File: src/rtl/perf_monitor_sequencer.sv
// perf_monitor_sequencer: runs clear/start/wait/forward measurement campaigns over every
// monitored stream and forwards each counter value on an AXI-Stream result port.
module perf_monitor_sequencer #(
    parameter int          INPUT_STREAMS  = 4,
    parameter logic [31:0] TIMEOUT_CYCLES = 32'h20_0000
) (
    input  logic        aclk,
    input  logic        resetn,
    input  logic        start,
    input  logic        abort,
    input  logic [15:0] rounds,
    output logic [31:0] pm_command,
    input  logic        pm_ready_to_read,
    input  logic [31:0] pm_counter_value,
    output logic        res_tvalid,
    input  logic        res_tready,
    output logic [31:0] res_tdata,
    output logic [7:0]  res_tuser,
    output logic        res_tlast,
    output logic        busy,
    output logic        done,
    output logic        timeout_err
);
    typedef enum logic [2:0] {IDLE, CLEAR, ARM, WAIT, OUT, FIN} state_t;
    localparam logic [7:0] LAST_IDX = 8'(INPUT_STREAMS - 1);
    state_t      state;
    logic [7:0]  idx;
    logic [15:0] round, last_round;
    logic [31:0] wait_cnt;
    logic        seen_low, accept, last_idx, final_res;
    // a ready level only counts once it has been seen low inside this WAIT
    assign accept    = seen_low && pm_ready_to_read;
    assign last_idx  = idx == LAST_IDX;
    assign final_res = last_idx && round == last_round;
    always_ff @(posedge aclk or negedge resetn) begin
        if (!resetn) begin
            state       <= IDLE;
            pm_command  <= '0;
            res_tvalid  <= 1'b0;
            res_tdata   <= '0;
            res_tuser   <= '0;
            res_tlast   <= 1'b0;
            busy        <= 1'b0;
            done        <= 1'b0;
            timeout_err <= 1'b0;
            idx         <= '0;
            round       <= '0;
            last_round  <= '0;
            wait_cnt    <= '0;
            seen_low    <= 1'b0;
        end else if (abort && state != IDLE && state != FIN) begin
            state      <= IDLE;
            pm_command <= '0;
            res_tvalid <= 1'b0;
            busy       <= 1'b0;
            done       <= 1'b1;
        end else begin
            case (state)
                IDLE: begin
                    done <= 1'b0;
                    if (start) begin
                        state       <= CLEAR;
                        busy        <= 1'b1;
                        timeout_err <= 1'b0;
                        idx         <= '0;
                        round       <= '0;
                        last_round  <= (rounds == 16'd0) ? 16'd0 : rounds - 16'd1;
                        pm_command  <= {2'b01, 22'b0, 8'd0};
                    end
                end
                CLEAR: begin
                    state      <= ARM;
                    pm_command <= {2'b10, 22'b0, idx};
                end
                ARM: begin
                    state      <= WAIT;
                    pm_command <= {24'b0, idx};
                    wait_cnt   <= '0;
                    seen_low   <= 1'b0;
                end
                WAIT: begin
                    seen_low <= seen_low | ~pm_ready_to_read;
                    wait_cnt <= wait_cnt + 32'd1;
                    if (accept || wait_cnt == TIMEOUT_CYCLES - 32'd1) begin
                        state       <= OUT;
                        res_tvalid  <= 1'b1;
                        res_tdata   <= accept ? pm_counter_value : 32'hFFFF_FFFF;
                        res_tuser   <= idx;
                        res_tlast   <= final_res;
                        timeout_err <= timeout_err | ~accept;
                    end
                end
                OUT: begin
                    if (res_tready) begin
                        res_tvalid <= 1'b0;
                        res_tlast  <= 1'b0;
                        state      <= final_res ? FIN : CLEAR;
                        done       <= final_res;
                        idx        <= last_idx ? 8'd0 : idx + 8'd1;
                        round      <= (last_idx && !final_res) ? round + 16'd1 : round;
                        pm_command <= final_res ? 32'd0 : {2'b01, 22'b0, last_idx ? 8'd0 : idx + 8'd1};
                    end
                end
                FIN: begin
                    state <= IDLE;
                    busy  <= 1'b0;
                    done  <= 1'b0;
                end
                default: state <= IDLE;
            endcase
        end
    end
endmodule

File: config.mk
export PLATFORM = sky130hd
export DESIGN_NAME = perf_monitor_sequencer
export DESIGN_NICKNAME = d
export VERILOG_FILES = /design/src/rtl/perf_monitor_sequencer.sv
export SDC_FILE = /design/constraint.sdc
export NUM_CORES = 1
export LEC_CHECK = 0
export BUFFER_PORTS_ARGS = -buffer_cell sky130_fd_sc_hd__buf_4
export CAP_MARGIN = 30
export CELL_PAD_IN_SITES_DETAIL_PLACEMENT = 1
export CELL_PAD_IN_SITES_GLOBAL_PLACEMENT = 2
export CORE_ASPECT_RATIO = 0.75
export CORE_MARGIN = 4
export CORE_UTILIZATION = 36
export DETAILED_ROUTE_END_ITERATION = 8
export PLACE_DENSITY = 0.87
export SLEW_MARGIN = 10
export SYNTH_ARGS = -nofsm -noshare
export SYNTH_HDL_FRONTEND = slang
export SYNTH_SLANG_ARGS = --single-unit
File: constraint.sdc
create_clock -name aclk -period 4.8 [get_ports aclk]
set_clock_uncertainty 0.15 [all_clocks]
set_input_delay 0.48 -clock aclk [delete_from_list [all_inputs] [get_ports aclk]]
set_output_delay 0.48 -clock aclk [all_outputs]
set_load 0.005 [all_outputs]
==> results by group <==
Status
  • Result of the run: complete, no violations

Synthesis
  • Post-synthesis instance area: between 6000 and 7000 um^2
  • Share of synthesized cell area in full adder, half adder and majority cells: 0.00935
  • Number of distinct standard cells referenced by the synthesized netlist: 61
  • Count of synthesis-stage warnings from yosys: 0
  • Largest family of logic cells by synthesized area: simple AND/OR/NAND/NOR gates
  • Main area contributors after synthesis: dfrtp_1, nand2_1, xor2_1
  • Most used flip-flop cell after synthesis: dfrtp_1
  • Post-synthesis area per instance: between 9 and 10 um^2
  • Part of the Yosys area used for sequential elements: 0.490
  • Cells after synthesis: roughly 720
  • Count of flip-flops with a built-in enable after synthesis: 0
  • Simple-gate portion of the synthesized area: 0.226
  • Share of the synthesized area in compound gates (AO/OA/AOI/OAI): 0.144
  • Most common cell in the netlist: dfrtp_1
  • #FFs+latches synth: between 100 and 150
  • Yosys top cell area share: 0.490
  • Post-synthesis share of cell area spent on xor and xnor gates: 0.0681
  • Leading post-synthesis cells by instance count: dfrtp_1, nand2_1, nor2_1
  • Share of cell area taken by muxes after synthesis: 0.0163
  • Share of synthesized flip-flops with an asynchronous set or reset: 1.00
  • Synth area leader: dfrtp_1

Detailed routing
  • Routed via count: roughly 5700
  • Routed WL per cell: approximately 18 um
  • Avg Vias per Cell: 5.29
  • Antenna-violating nets left: 0
  • Residual DRC: 0
  • Initial drt markers: approximately 330
  • Overall routed net length: between 15 and 20 mm
  • DRT Pass-1 Iters: 5

Critical path
  • Reg-to-reg startpoint: state[0]$_DFFE_PN0P_
  • Largest fanout of any net on the critical path: 22
  • Kind of cell adding the most delay to the critical path: compound AO/OA/AOI/OAI gates
  • Number of buffers and inverters on the critical path: 1
  • Required arrival time at the worst endpoint: roughly 5 ns
  • Element type at the critical path start: register
  • Cells along the critical path: nor2_1 -> nand2_1 -> o211ai_1 -> inv_1 -> a21oi_1 -> a32o_1
  • Kind of end point of the critical path: register
  • Delay of the slowest cell on the worst path: slightly below 0.6 ns
  • Beginning of the critical path: state[0]$_DFFE_PN0P_
  • Cell with the biggest individual delay on the critical path: nand2_1
  • Path type of the worst setup path: reg -> reg
  • Minimum setup slack among reg-to-reg paths: approximately 1.7 ns
  • Arrival @ worst endpoint: approximately 3.3 ns

Layout
  • Fill count: 2054
  • Summed area of non-filler cells in the final layout: roughly 8400 um^2
  • Net count reported at finish: approximately 900
  • Final cell count without fillers: approximately 1100
  • Antenna diode count: 0
  • Fraction of final layout cells with drive strength greater than 1: 0.191
  • Area Overhead vs Synth: 25.1%

Power
  • Max VDD drop: roughly 0.00016 V
  • Power Dens Cells: roughly 470 nW/um^2
  • Leakage power total: 3.98 nW

Global routing
  • Grt ovf: 0
  • Number of global-route vias before repair: 6000
  • Maximum number of pins on one net before global-route repair: 70
  • GRT Util Overall: 0.192
  • Global-route wire length before repair: roughly 32 mm
  • Antenna violations before repair: 0

Place
  • RePlAce Congestion: around 0.83
  • Sum of net half-perimeters after detailed placement: roughly 14 mm
  • Count of buffers from port buffering: about 110
  • Place WS: between 1.5 and 2 ns
  • Cell Count Post-Placement: between 1000 and 1500
  • Placed instance area: about 7700 um^2

Timing
  • Number of pins exceeding their max-slew limit in the final report: 0
  • Shortest period the worst path allows: a little over 3 ns
  • Actual transition at the worst max-transition pin: ~0.91 ns
  • Setup total negative slack: 0 ns
  • Slew Limit Headroom: 0.392
  • Final critical-path setup slack: about 1.7 ns
  • Setup Viol. Count Final: 0
  • Worst Hold Slack: around 0.14 ns
  • Number of endpoints with negative hold slack in the final report: 0
  • Share of the clock period used by the worst path after layout: 0.646
  • Setup repair after global routing missed its margin: false
  • Top achievable clock speed: ~320 MHz

Worst hold path
  • Type of the most critical hold path: in -> reg
  • Startpoint of the lowest-slack hold path: rounds[0]

Clock network
  • Source-to-sink clock delay at the later pin of the worst-skew pair: around 0.43 ns
  • Number of instances resized during post-cts repair: 0
  • Number of buffers added by the clock tree synthesis step: 17
  • Setup repair bufs after CTS: 0
  • Clock tree from TritonCTS: done
  • Clock net sink count: 131
  • Maximum buffer depth of the clock tree: 2
  • Level count of the clock H-tree: 4
  • Root buffer selected by CTS: clkbuf_16
  • Clock transition time at the flip-flop clock pins of the worst setup and hold paths: about 0.060 ns

Floorplanning
  • Die height: ~130 um
  • Width of the die: roughly 170 um
  • Die outline area: 20900 um^2
  • Total core area: 17900 um^2
  • Starting utilization of the core area: 0.373
  • Number of placement rows: between 40 and 50
  • Number of placed I/O pins: around 130

Flow run
  • Number of max-capacitance violations reported: 0
[repair_timing]
item	4_1_cts	5_1_grt
setup endpoints to repair	0	0
endpoints found under the hold margin	39	0
hold buffers	1	0
[cell families (layout without fill, tap and decap cells)]
kind of cell             Yosys count  count (layout)
other                              1              22
AND/OR/NAND/NOR                  303             303
flip-flops                       131             131
multiplexers                      10              10
buffers and inverters             59             157
AO/OA/AOI/OAI                    161             161
adder cells (fa/ha/maj)            5               5
XOR/XNOR                          52              52
[area by class of cell]
cell class	count	area, um^2	share of cell area
inverter	9	33.8	0.00403
clock inverter	14	234	0.0279
timing repair buffer	116	893	0.107
clock buffer	18	439	0.0524
sequential	131	3280	0.391
multi-input combinational	553	3190	0.381
tap	242	303	0.0362
[layout by cell type, fill, tap and decap left out, types with 17 or more instances in the layout]
cell / Yosys / final
dfrtp_1: 131 / 131
buf_4: 22 / 114
nand2_1: 97 / 97
nor2_1: 80 / 80
xor2_1: 40 / 40
o21ai_0: 39 / 39
o21ai_1: 35 / 35
a21oi_1: 30 / 30
conb_1: 1 / 22
nand3_1: 17 / 17
clkbuf_16: 0 / 17
[power breakdown]
part           switching, mW  total [mW]  leakage (nW)  internal [mW]
combinational          0.536       0.954          1.91          0.419
sequential             0.195        1.53          1.75           1.34
clock                  0.505        1.49         0.318          0.984
total                   1.24        3.98          3.98           2.74
[metrics by stage]
step	power [mW]	util
floorplan	2.01	-
global placement	2.44	0.427
detailed placement	2.51	0.429
CTS	4.01	0.467
global route	4.21	0.467
finish	3.98	0.467
[flip-flops by register name (all words and copies together) (netlist names)]
register,count
idx,8
pm_command,10
done,1
res_tvalid,1
res_tuser,8
last_round,16
state,3
round,16
seen_low,1
busy,1
res_tdata,32
wait_cnt,32
timeout_err,1
res_tlast,1
[per-layer routing]
metal,GRT usage,share of wire
met5,0,0
met2,0.321,0.50
met3,0.0366,0.035
met1,0.255,0.45
met4,0.0529,0.013
[path summary, 6_finish.rpt]
path                                              to  cells after the start
hold reg to reg            res_tdata[23]$_DFFE_PN0P_                      2
setup reg to reg           pm_command[2]$_DFFE_PN0P_                      6
min in group asynchronous  res_tdata[20]$_DFFE_PN0P_                      2
max in group asynchronous       state[1]$_DFFE_PN0P_                      3
hold / removal             last_round[0]$_DFFE_PN0P_                      2
setup / recovery           pm_command[2]$_DFFE_PN0P_                      6
Note: power is estimated with default switching activity, not from simulation.
